File: src/rtl/selectram_window_ctrl.sv
`default_nettype none
// ============================================================================
// Module   : selectram_window_ctrl
// Purpose  : Configuration sequencer for the three-channel select-RAM group.
//            The host loads window bounds into shadow registers and issues a
//            commit. The bounds are validated, the block waits for any read
//            sweep to finish, copies the shadows to the active positions and
//            then holds position_gen_en so the select RAMs regenerate.
// Ports    : clk, rst_n                 - clock, async active-low reset
//            cfg_wr_en/cfg_addr/cfg_data - shadow register write port
//            cfg_commit                  - single-cycle commit request
//            sweep_active                - group rd_en (read sweep running)
//            start_position_1..3,
//            end_position_1..3           - active window bounds
//            position_gen_en             - regeneration enable
//            position_3_error_sig        - channel 3 forced to 0 in last load
//            cfg_busy                    - sequencer not idle
//            cfg_err / cfg_overrun /
//            commit_done                 - one-cycle status pulses
// Revision : 1.0 - initial release
// ============================================================================
module selectram_window_ctrl #(
    parameter int GEN_CYCLES    = 256,  // 1..511
    parameter int SETTLE_CYCLES = 4     // 0..15
) (
    input  logic       clk,
    input  logic       rst_n,
    input  logic       cfg_wr_en,
    input  logic [2:0] cfg_addr,
    input  logic [7:0] cfg_data,
    input  logic       cfg_commit,
    input  logic       sweep_active,
    output logic [7:0] start_position_1,
    output logic [7:0] end_position_1,
    output logic [7:0] start_position_2,
    output logic [7:0] end_position_2,
    output logic [7:0] start_position_3,
    output logic [7:0] end_position_3,
    output logic       position_gen_en,
    output logic       position_3_error_sig,
    output logic       cfg_busy,
    output logic       cfg_err,
    output logic       cfg_overrun,
    output logic       commit_done
);

    typedef enum logic [2:0] {
        ST_IDLE       = 3'd0,
        ST_CHECK      = 3'd1,
        ST_WAIT_SWEEP = 3'd2,
        ST_LOAD       = 3'd3,
        ST_GEN        = 3'd4,
        ST_SETTLE     = 3'd5,
        ST_DONE       = 3'd6
    } state_t;

    // Down-counter reload values: the counter runs N-1 .. 0, i.e. N cycles.
    localparam logic [8:0] C_GEN_LOAD    = 9'(GEN_CYCLES - 1);
    localparam logic [8:0] C_SETTLE_LOAD = (SETTLE_CYCLES > 0) ? 9'(SETTLE_CYCLES - 1) : 9'd0;

    state_t     r_state;
    logic [8:0] r_cnt;
    logic       r_ch3_bad;

    logic [7:0] r_sh_start1, r_sh_end1;
    logic [7:0] r_sh_start2, r_sh_end2;
    logic [7:0] r_sh_start3, r_sh_end3;

    // ------------------------------------------------------------------------
    // Shadow registers: writable in every state. A write in the same cycle as
    // a commit lands at that edge, so the CHECK cycle already sees it.
    // ------------------------------------------------------------------------
    always_ff @(posedge clk or negedge rst_n) begin
        if (!rst_n) begin
            r_sh_start1 <= 8'd0;
            r_sh_end1   <= 8'd0;
            r_sh_start2 <= 8'd0;
            r_sh_end2   <= 8'd0;
            r_sh_start3 <= 8'd0;
            r_sh_end3   <= 8'd0;
        end else if (cfg_wr_en) begin
            case (cfg_addr)
                3'd0:    r_sh_start1 <= cfg_data;
                3'd1:    r_sh_end1   <= cfg_data;
                3'd2:    r_sh_start2 <= cfg_data;
                3'd3:    r_sh_end2   <= cfg_data;
                3'd4:    r_sh_start3 <= cfg_data;
                3'd5:    r_sh_end3   <= cfg_data;
                default: ;  // addresses 6 and 7 are ignored
            endcase
        end
    end

    // ------------------------------------------------------------------------
    // Sequencer with registered outputs.
    // ------------------------------------------------------------------------
    always_ff @(posedge clk or negedge rst_n) begin
        if (!rst_n) begin
            r_state              <= ST_IDLE;
            r_cnt                <= 9'd0;
            r_ch3_bad            <= 1'b0;
            start_position_1     <= 8'd0;
            end_position_1       <= 8'd0;
            start_position_2     <= 8'd0;
            end_position_2       <= 8'd0;
            start_position_3     <= 8'd0;
            end_position_3       <= 8'd0;
            position_gen_en      <= 1'b0;
            position_3_error_sig <= 1'b0;
            cfg_err              <= 1'b0;
            cfg_overrun          <= 1'b0;
            commit_done          <= 1'b0;
        end else begin
            // Status outputs are single-cycle pulses unless re-asserted below.
            cfg_err     <= 1'b0;
            commit_done <= 1'b0;
            // A commit outside IDLE is dropped; only the overrun flag records it.
            cfg_overrun <= cfg_commit && (r_state != ST_IDLE);

            case (r_state)
                ST_IDLE: begin
                    if (cfg_commit) begin
                        r_state <= ST_CHECK;
                    end
                end

                ST_CHECK: begin
                    if ((r_sh_start1 > r_sh_end1) || (r_sh_start2 > r_sh_end2)) begin
                        cfg_err <= 1'b1;
                        r_state <= ST_IDLE;
                    end else begin
                        // A bad channel-3 window does not reject the commit;
                        // it only zeroes channel 3 at load time.
                        r_ch3_bad <= (r_sh_start3 > r_sh_end3);
                        r_state   <= ST_WAIT_SWEEP;
                    end
                end

                ST_WAIT_SWEEP: begin
                    if (!sweep_active) begin
                        r_state <= ST_LOAD;
                    end
                end

                ST_LOAD: begin
                    start_position_1     <= r_sh_start1;
                    end_position_1       <= r_sh_end1;
                    start_position_2     <= r_sh_start2;
                    end_position_2       <= r_sh_end2;
                    start_position_3     <= r_ch3_bad ? 8'd0 : r_sh_start3;
                    end_position_3       <= r_ch3_bad ? 8'd0 : r_sh_end3;
                    position_3_error_sig <= r_ch3_bad;
                    position_gen_en      <= 1'b1;
                    r_cnt                <= C_GEN_LOAD;
                    r_state              <= ST_GEN;
                end

                ST_GEN: begin
                    if (r_cnt == 9'd0) begin
                        position_gen_en <= 1'b0;
                        if (SETTLE_CYCLES == 0) begin
                            commit_done <= 1'b1;
                            r_state     <= ST_DONE;
                        end else begin
                            r_cnt   <= C_SETTLE_LOAD;
                            r_state <= ST_SETTLE;
                        end
                    end else begin
                        r_cnt <= r_cnt - 9'd1;
                    end
                end

                ST_SETTLE: begin
                    if (r_cnt == 9'd0) begin
                        commit_done <= 1'b1;
                        r_state     <= ST_DONE;
                    end else begin
                        r_cnt <= r_cnt - 9'd1;
                    end
                end

                ST_DONE: begin
                    r_state <= ST_IDLE;
                end

                default: begin
                    r_state <= ST_IDLE;
                end
            endcase
        end
    end

    assign cfg_busy = (r_state != ST_IDLE);

endmodule
`default_nettype wire

File: config.mk
export PLATFORM = sky130hd
export DESIGN_NAME = selectram_window_ctrl
export DESIGN_NICKNAME = d
export VERILOG_FILES = /design/src/rtl/selectram_window_ctrl.sv
export SDC_FILE = /design/constraint.sdc
export NUM_CORES = 1
export LEC_CHECK = 0
export CORE_MARGIN = 3
export CORE_UTILIZATION = 59
export DETAILED_ROUTE_END_ITERATION = 6
export HOLD_SLACK_MARGIN = 0.1
export PLACE_DENSITY = 0.95
export SYNTH_ARGS = -nofsm -noshare
export SYNTH_HDL_FRONTEND = slang
export SYNTH_SLANG_ARGS = --single-unit
File: constraint.sdc
create_clock -name clk -period 3 [get_ports clk]
set_input_delay 0.6 -clock clk [delete_from_list [all_inputs] [get_ports clk]]
set_output_delay 0.6 -clock clk [all_outputs]
set_load 0.1 [all_outputs]
# ---- After elaboration in Yosys (flattened, before gate mapping)
# Cells that the tools add are included.
# Widths: inputs -> output; s select.
dict set report op_classes {
  n_addsub 1
  n_lt_le_gt_ge 3
  n_eq_ne 15
  n_mux 17
  n_bitwise 1
  reduce_logical 18
}
# operator count
set ops {}
lappend ops {{$pmux 9 s3} 1}
lappend ops {{$gt 8x8->1} 3}
lappend ops {{$mux 9} 2}
lappend ops {{$pmux 3 s6} 1}
lappend ops {{$reduce_and 2->1} 9}
lappend ops {{$mux 8} 2}
lappend ops {{$eq 3x2->1 const B} 4}
lappend ops {{$eq 3x3->1 const B} 4}
lappend ops {{$mux 3} 4}
lappend ops {{$ne 2x2->1 const B} 5}
lappend ops {{$logic_not 9->1} 1}
lappend ops {{$sub 9x1->9 const B} 1}
lappend ops {{$eq 3x1->1 const B} 2}
lappend ops {{$logic_not 3->1} 2}
lappend ops {{$reduce_bool 3->1} 2}
lappend ops {{$mux 1} 5}
lappend ops {{$reduce_and 4->1} 1}
lappend ops {{$mux 2} 1}
lappend ops {{$pmux 1 s2} 1}
lappend ops {{$reduce_bool 2->1} 1}
lappend ops {{$logic_and 1x1->1} 1}
lappend ops {{$logic_or 1x1->1} 1}
lappend ops {{$not 1->1} 1}
dict set report word_totals {
  register_bits 114
  output_inout_bits 54
  word_cells 75
}

# ---- Logic depth before layout (Yosys ltp)
# Gate-level depths: netlist (run 1).
dict set report logic_depth {
  ltp_word 4
  depth_mapped 8
  ltp_nobuf 8
}

# ---- Least setup slack after synthesis (run 1)
# No wires, ideal clock.
dict set report synth_path {
  path_kind {register to output}
  start {register r_state[0]}
  end {output port cfg_busy}
  t_arrival_ns 1.264
  setup_slack_ns 1.136
  stages_incl_launch_ff 3
  cell_sequence {dfrtp_1 -> buf_2 -> or3_1}
}
dict set report synth_via {
  elab_chain_len 1
}
# element line_no
set synth_lines {}
lappend synth_lines {{start, declared} 61} ;# state_t r_state;
lappend synth_lines {{start signal, assigned} 99} ;# r_state <= ST_IDLE;
lappend synth_lines {{start signal, assigned} 123} ;# r_state <= ST_CHECK;
lappend synth_lines {{start signal, assigned} 130} ;# r_state <= ST_IDLE;
lappend synth_lines {{$reduce_bool 3->1} 193} ;# assign cfg_busy = (r_state != ST_IDLE);
lappend synth_lines {{end, declared} 41} ;# output logic cfg_busy,
# Every way passes these cells.

# ---- Worst setup path in the final report (run 1)
# Same ends and word-level chain as after synthesis.

==> qor.csv, run 1 <==
metric,value,unit
status,"complete, no violations",
path_max_fanout,10,
grt_pass1_wl,21.62,mm
fin_crit,2.288,ns
ys.flop_type,dfrtp_1,
synth_cell_types,45,
holdCritPathClass,primary input to asynchronous set/reset pin,
post_cts_buffers,0,
grt_usage,28.83,%
chipHeight,98.73,µm
start_util,61.13,%
hold_viol_final,0,
critPathSlowestCell,dfrtp_1,
yosysTopAreaCell,dfrtp_1,
slew-limit-headroom,40.04,%
hpwl,7.936,mm
io-pin-count,70,
timing.fmax,437.1,MHz
vias_per_cell,6.011,
firstDrtPassIters,7,
clock_latency,0.52,ns
antenna_found_initial,0,
setup_viol,0,
areaGrowthSynthToFinish,23.90,%
hold_buffers,0,
critPathBufInv,1,
cts_tree,built,
tightest_slew,0.8963,ns
synth_top_area_share,56.23,%
critPathTopFamily,flip-flops,
htreeDepth,4,
std_cell_rows,33,
yosysSeqAreaShare,56.23,%
crit_path_end_kind,primary output,
rsz0062_at_grt,false,
worstPathCellList,or3_1 > buf_4,
syn-cell-area,0.005074,mm²
post-route-period-util,76.26,%
die_area,0.009748,mm²
fin_worst_skew,0.006752,ns
netlist_top_cells_area,"dfrtp_1 56%, mux2_2 8.7%, nand2_1 7.6%",
holdWs,0.1650,ns
final.setup.tns,0,ns
core_area,0.008299,mm²
syn_inst,470,
clk_path_buf_depth,2,
syn-num-nets,511,
drt_wl_total,13.00,mm
cp-start-kind,flip-flop,
post_drt_wl_per_cell,19.70,µm
ys.warnings.count,0,
cts_num_sinks,114,
criticalPathCategory,flip-flop to primary output,
r2r_slack,0.88,ns
overflow,0,
ys_ff_latch,114,
diodes,0,
maxCapViolations,0,
required,2.40,ns
final_common_cell,dfrtp_1,
synth_edf_count,0,
root_buffer,clkbuf_8,
grt_max_degree,115,
path_clk_slew,0.06,ns
drtAntennaViolNets,0,
syn_avg_cell_area,10.79,µm²
finalNetCount,584,
cts_buffers,17,
cpPeakStageDelay,0.50,ns
most-common-layout-cells,"114 x dfrtp_1, 102 x nand2_1, 57 x buf_4",
drive_gt1_share,25.41,%
cp.arrival,1.69,ns
synthArstFlopShare,100.0,%
vias,3967,
cts_resized,0,
gp_congestion,0.8218,
drv_slew,0,
drc_errors,0,
drt_first_iter_violations,325,
io_buffers,69,
grt_pass1_vias,4188,
die_w,98.73,µm
## layer usage
layer  global-route usage, %  part of all wire (%)  vias up
li1                        -                     -     1755
met4                   15.97                   4.0        0
met1                   34.73                    39     1958
met2                   47.06                    50      195
met5                       0                     0        -
met3                   7.926                   6.8       59
## flip-flops by register name (all words and copies together), names as in the netlist, 3 cells and up
name              flops
r_sh_start3           8
end_position_3        8
r_sh_start1           8
start_position_3      8
start_position_1      8
r_state               3
end_position_1        8
r_sh_end3             8
r_sh_end2             8
r_sh_start2           8
r_sh_end1             8
start_position_2      8
r_cnt                 9
end_position_2        8
## stage by stage
stage                     setup WS [ns]  instances  util, %  instance area, µm²
final                            0.7123        660    75.74                6286
after global routing             0.6679        660    75.74                6286
after CTS                        0.7051        660    75.74                6286
after detailed placement         0.4991        629    68.91                5719
after global placement           0.6385        629    68.91                5719
after floorplan                   1.136        470        -                5074
## worst paths after layout
path	from	endpoint	cells past startpoint
setup / recovery	r_state[0]	cfg_busy	2
min in group clk	start_position_3[0]	start_position_3[0]	2
hold reg to reg	start_position_3[0]	start_position_3[0]	2
hold / removal	rst_n	r_cnt[2]	2
max in group asynchronous	rst_n	r_sh_start3[3]	2
setup reg to reg	r_state[1]	end_position_2[6]	5
## synth_stat cells, drive strengths merged, types with 2 or more instances
cell type	count
inv	28
mux2	39
nand4	4
nor2b	6
nand2	104
or3	3
o22ai	3
nand3	5
o31ai	8
nor3	2
clkbuf	10
o22a	2
o211ai	2
dfrtp	114
o21a	2
a21o	5
nand2b	13
a31oi	2
and2	2
buf	8
o21ai	42
nor2	9
ha	25
a22oi	4
a21oi	16
## logic make-up after synthesis
kind of cell,count (synthesis),share of synthesized area [%]
AO/OA/AOI/OAI,90,10.60
XOR/XNOR,1,0.1727
adder cells (fa/ha/maj),25,6.165
buffers and inverters,46,3.576
flip-flops,114,56.23
multiplexers,39,8.656
AND/OR/NAND/NOR,155,14.60
## final cells by class
| cell class | count | area [µm²] |
|---|---|---|
| clock inverter | 11 | 111.4 |
| fill | 510 | 2013 |
| sequential | 114 | 2853 |
| inverter | 28 | 105.1 |
| tap | 105 | 131.4 |
| timing repair buffer | 72 | 588.1 |
| multi-input combinational | 310 | 2042 |
| clock buffer | 20 | 455.4 |
Power of run 1 is left out: the tool's default activity adds up to more than one toggle a clock period on the data nets, which glitch-free logic cannot reach.
==> inputs of run 2 (changes only) <==
Settings changed: CORE_UTILIZATION 59 to 49, PLACE_DENSITY 0.95 to 0.85.
Clock period 3 ns to 1.8 ns, I/O delays scaled along.
==> run 2 against run 1 <==
Effect of this change:
- the run now ends with setup timing left
- first-iteration DRC count decreased by 4.0%
- flip-flop and latch count unchanged
- clock skew increased by 0.00097 ns
- hold slack improved by 0.046 ns
- critical path type is now flip-flop to flip-flop
- critical endpoint is now r_ch3_bad
==> qor.csv, run 2 (synthesis gave the netlist of run 1 again) <==
metric,value,unit,change
critPathSlowestCell,dfrtp_1,,
post-route-period-util,108.3,%,
gp_congestion,0.8485,,+3.2%
hold_viol_final,0,,unchanged
grt_max_degree,70,,-39%
cts_buffers,17,,unchanged
start_util,51.20,%,-9.9 points
drtAntennaViolNets,0,,unchanged
root_buffer,clkbuf_8,,
final.setup.tns,-0.2561,ns,-0.2561 ns
vias,4193,,+5.7%
antenna_found_initial,0,,unchanged
grt_usage,26.83,%,-2.0 points
largest_register_ffs,9,,unchanged
diodes,0,,unchanged
criticalPathCategory,flip-flop to flip-flop,,
required,2.21,ns,-0.19 ns
vias_per_cell,5.775,,-3.9%
setup_viol,5,,+5
final_core_util,76.14,%,+0.39 points
cp-start-kind,flip-flop,,
cts_num_sinks,114,,unchanged
maxCapViolations,0,,unchanged
status,finished with violations,,
core_area,0.009910,mm²,+19%
fin_worst_skew,0.007725,ns,+0.0009727 ns
clk_path_buf_depth,2,,unchanged
holdWs,0.2108,ns,+0.04586 ns
cpPeakStageDelay,0.46,ns,-0.04 ns
std_cell_rows,36,,+9.1%
rsz0062_at_grt,true,,
io_buffers,69,,unchanged
post_drt_wl_per_cell,20.69,µm,+5.0%
cp.arrival,2.36,ns,+0.67 ns
reg2reg_to,r_ch3_bad,,
crit_path_end_kind,flip-flop,,
largest_register,r_cnt,,
dp_slack,-0.1737,ns,-0.6728 ns
drv_slew,0,,unchanged
finalNetCount,621,,+6.3%
holdCritPathClass,primary input to asynchronous set/reset pin,,
firstDrtPassIters,5,,-2
setup_ws,-0.1496,ns,-0.8619 ns
clock_latency,0.53,ns,about the same
most-common-layout-cells,"111 x dfrtp_1, 101 x nand2_1, 58 x buf_12",,
hpwl,8.682,mm,+9.4%
chipHeight,107.8,µm,+9.1%
drt_first_iter_violations,312,,-4.0%
final_common_cell,dfrtp_1,,
drive_gt1_share,34.40,%,+9.0 points
overflow,0,,unchanged
reg2regPathDepth,7,,+2
io-pin-count,70,,unchanged
die_w,107.8,µm,+9.1%
drt_wl_total,15.02,mm,+16%
r2r_slack,-0.15,ns,-1.03 ns
failed_checks,setup timing,,
fin_crit,1.950,ns,
drc_errors,0,,unchanged
path_clk_slew,0.06,ns,about the same
die_area,0.01161,mm²,+19%
slew-limit-headroom,62.92,%,+23 points
tightest_slew,0.5562,ns,-0.3401 ns
cts_tree,built,,
areaGrowthSynthToFinish,48.71,%,
grt_pass1_wl,23.40,mm,+8.2%
worstPathCellList,ha_4 > nor2b_4 > o211ai_1 > a21oi_2 > o22ai_2 > nand3_2 > mux2_4,,
r2r_start,r_sh_start2[1],,
path_max_fanout,2,,-8
grt_pass1_vias,4428,,+5.7%
timing.fmax,512.9,MHz,
htreeDepth,4,,unchanged
## run 2: changes by cell type in the layout (fill, tap and decap cells not counted), sizes merged, moves of 2 or more
| cell | previous run | this run |
|---|---|---|
| buf | 58 | 94 |
| bufinv | 2 | 5 |
| inv | 28 | 30 |
| clkinv | 8 | 6 |
| clkbuf | 20 | 17 |
## run 2: worst max-delay path by stage
stage	start	end	slack, ns
after global placement	cfg_wr_en	r_sh_start1[2]	-0.10
after CTS	r_sh_end1[1]	r_ch3_bad	-0.08
final	r_sh_start2[1]	r_ch3_bad	-0.15
after floorplan	r_state[0]	cfg_overrun	0.08
after detailed placement	cfg_wr_en	r_sh_start1[6]	-0.17
after global routing	r_sh_start2[1]	r_ch3_bad	-0.20
## run 2: layer usage
metal	part of all wire [%]	vias up	GRT usage, %
met5	0	-	0
met4	3.6	0	12.62
met3	6.1	50	5.159
met2	53	192	47.16
met1	37	2113	31.50
li1	-	1838	-
## run 2: stage by stage
stage | instances | cell area, µm²
after floorplan | 470 | 5074
after global placement | 679 | 6633
final | 726 | 7545
after global routing | 726 | 7545
after detailed placement | 679 | 6633
after CTS | 725 | 7497
## run 2: cell type report
type | count | area (µm²)
tap | 133 | 166.4
sequential | 114 | 2856
clock buffer | 17 | 414.1
inverter | 28 | 105.1
fill | 549 | 2365
multi-input combinational | 310 | 2186
timing repair buffer | 109 | 1585
clock inverter | 15 | 231.5
## run 2: repair_timing
action	CTS	global route
hold buffers	1	0
endpoints found under the hold margin	114	0
gates cloned	0	0
resized for setup	25	13
endpoints found under the setup margin	11	26
pin swaps	14	12
buffers inserted	13	1
## run 2: critical path, delay by kind of cell (launching register included)
kind	cells	cell delay [ns]
adders and majority gates	1	0.27
DFF	1	0.46
AOI/OAI and AO/OA	3	0.50
and+or+nand+nor	2	0.26
muxes	1	0.33
Power of run 2 is left out for the same reason.
==> inputs of run 3 (changes only) <==
Settings changed: CORE_UTILIZATION 49 to 57, DONT_BUFFER_PORTS set to 1, SLEW_MARGIN set to 10.
==> run 3 against run 2 <==
Effect of this change:
- the flow finishes with violations (hold timing, setup timing)
- register-to-register slack improved by 0.08 ns
- via count decreased by 3.7%
- count of clock-buffer cells in the layout increased by 6
- flip-flop and latch count unchanged
- wire length decreased by 9.3%
- die area decreased by 13%
- critical path depth unchanged
- core utilization increased by 2.7 points
- critical endpoint unchanged
- largest cell class unchanged
- highest routed layer unchanged
==> qor.csv, run 3 (synthesis gave the netlist of run 1 again) <==
metric,value,unit,change
vias,4038,,-3.7%
clk_path_buf_depth,2,,unchanged
hpwl,7.930,mm,-8.7%
worstPathCellList,inv_1 > ha_1 > a21oi_1 > a21oi_2 > o22ai_2 > nand3_2 > mux2_4,,
path_clk_slew,0.05,ns,about the same
vias_per_cell,5.938,,+2.8%
fin_worst_skew,0.01557,ns,+0.007846 ns
drt_wl_total,13.63,mm,-9.3%
fin_crit,1.865,ns,-0.08432 ns
std_cell_rows,33,,-8.3%
areaGrowthSynthToFinish,30.85,%,
io-pin-count,70,,unchanged
gp_congestion,0.8327,,-1.9%
final_common_cell,dfrtp_1,,
cp.arrival,2.27,ns,-0.09 ns
drive_gt1_share,32.35,%,-2.1 points
root_buffer,clkbuf_8,,
cts_tree,built,,
instances_no_fill,680,,-6.3%
start_util,60.23,%,+9.0 points
final_area,0.006639,mm²,-12%
cp-start-kind,flip-flop,,
core_area,0.008423,mm²,-15%
post-route-period-util,103.6,%,-4.7 points
status,finished with violations,,
holdWs,-0.4749,ns,-0.6857 ns
required,2.20,ns,about the same
drt_first_iter_violations,284,,-9.0%
io_buffers,0,,-100%
overflow,0,,unchanged
holdCritPathClass,primary input to asynchronous set/reset pin,,
timing.fmax,536.1,MHz,+4.5%
critPathTopFamily,compound AO/OA/AOI/OAI gates,,
die_area,0.01007,mm²,-13%
path_max_fanout,3,,+1
cpPeakStageDelay,0.39,ns,-0.07 ns
failed_checks,"hold timing, setup timing",,
grt_pass1_wl,21.49,mm,-8.2%
finalNetCount,603,,-2.9%
drv_slew,0,,unchanged
most-common-layout-cells,"112 x dfrtp_1, 101 x nand2_1, 77 x buf_4",,
cts_buffers,17,,unchanged
slew-limit-headroom,58.58,%,-4.3 points
rsz0062_at_grt,true,,
maxCapViolations,0,,unchanged
drtAntennaViolNets,0,,unchanged
grt_pass1_vias,4224,,-4.6%
tightest_slew,0.6200,ns,+0.06379 ns
final_core_util,78.82,%,+2.7 points
place_inst,623,,-8.2%
setup_viol,5,,unchanged
post_drt_wl_per_cell,20.04,µm,-3.1%
hold_viol_final,114,,+114
largest_register,r_cnt,,
critPathSlowestCell,dfrtp_1,,
drc_errors,0,,unchanged
chipHeight,100.3,µm,-6.9%
criticalPathCategory,flip-flop to flip-flop,,
crit_path_end_kind,flip-flop,,
critPathBufInv,1,,+1
diodes,0,,unchanged
grt_max_degree,115,,+64%
setup_ws,-0.06525,ns,+0.08432 ns
grt_usage,28.03,%,+1.2 points
placed_area,0.005652,mm²,-15%
firstDrtPassIters,5,,unchanged
largest_register_ffs,9,,unchanged
cts_num_sinks,114,,unchanged
htreeDepth,4,,unchanged
antenna_found_initial,0,,unchanged
die_w,100.3,µm,-6.9%
hold_buffers,10,,+9
clock_latency,0.53,ns,about the same
==> run 3: layout make-up <==
class	count	area, µm²
inverters	28	105.1
fillers	459	1784
clock buffers	23	486.7
repair buffers	91	749.5
flip-flops and latches	114	2855
multi-input cells	310	2185
clock inverters	9	126.4
well taps	105	131.4
==> run 3: layer usage <==
layer	share of wire (%)	GRT usage [%]	up-vias
met2	50	45.31	214
met5	0	0	-
met4	4.1	13.99	0
li1	-	-	1797
met1	38	33.19	1974
met3	8.0	9.937	53
==> run 3: worst paths after layout <==
check,start,end,slack [ns],cells after the start
min,rst_n,r_sh_start2[5],-0.47,0
min in group clk,cfg_addr[0],r_sh_start2[7],0.18,2
max in group asynchronous,rst_n,r_state[2],2.04,0
min reg2reg,start_position_3[5],start_position_3[5],0.48,2
max,r_sh_end1[3],r_ch3_bad,-0.07,7
max reg2reg,r_sh_end1[3],r_ch3_bad,-0.07,7
==> run 3: what timing repair did <==
action,4_1_cts,5_1_grt
resized for setup,20,17
endpoints found under the setup margin,9,15
pin swaps,12,13
gates cloned,0,0
hold endpoints to repair,164,114
buffers inserted,9,6
==> run 3: metrics by stage <==
| step | worst slack, ns | TNS (ns) |
|---|---|---|
| 2_1_floorplan | 0.08081 | 0 |
| 3_3_place_gp | 0.06884 | 0 |
| 3_5_place_dp | -0.05601 | -0.1986 |
| 4_1_cts | -0.05322 | -0.05322 |
| 5_1_grt | -0.1181 | -0.8776 |
| 6_report | -0.06525 | -0.1357 |
Power of run 3 is left out for the same reason.
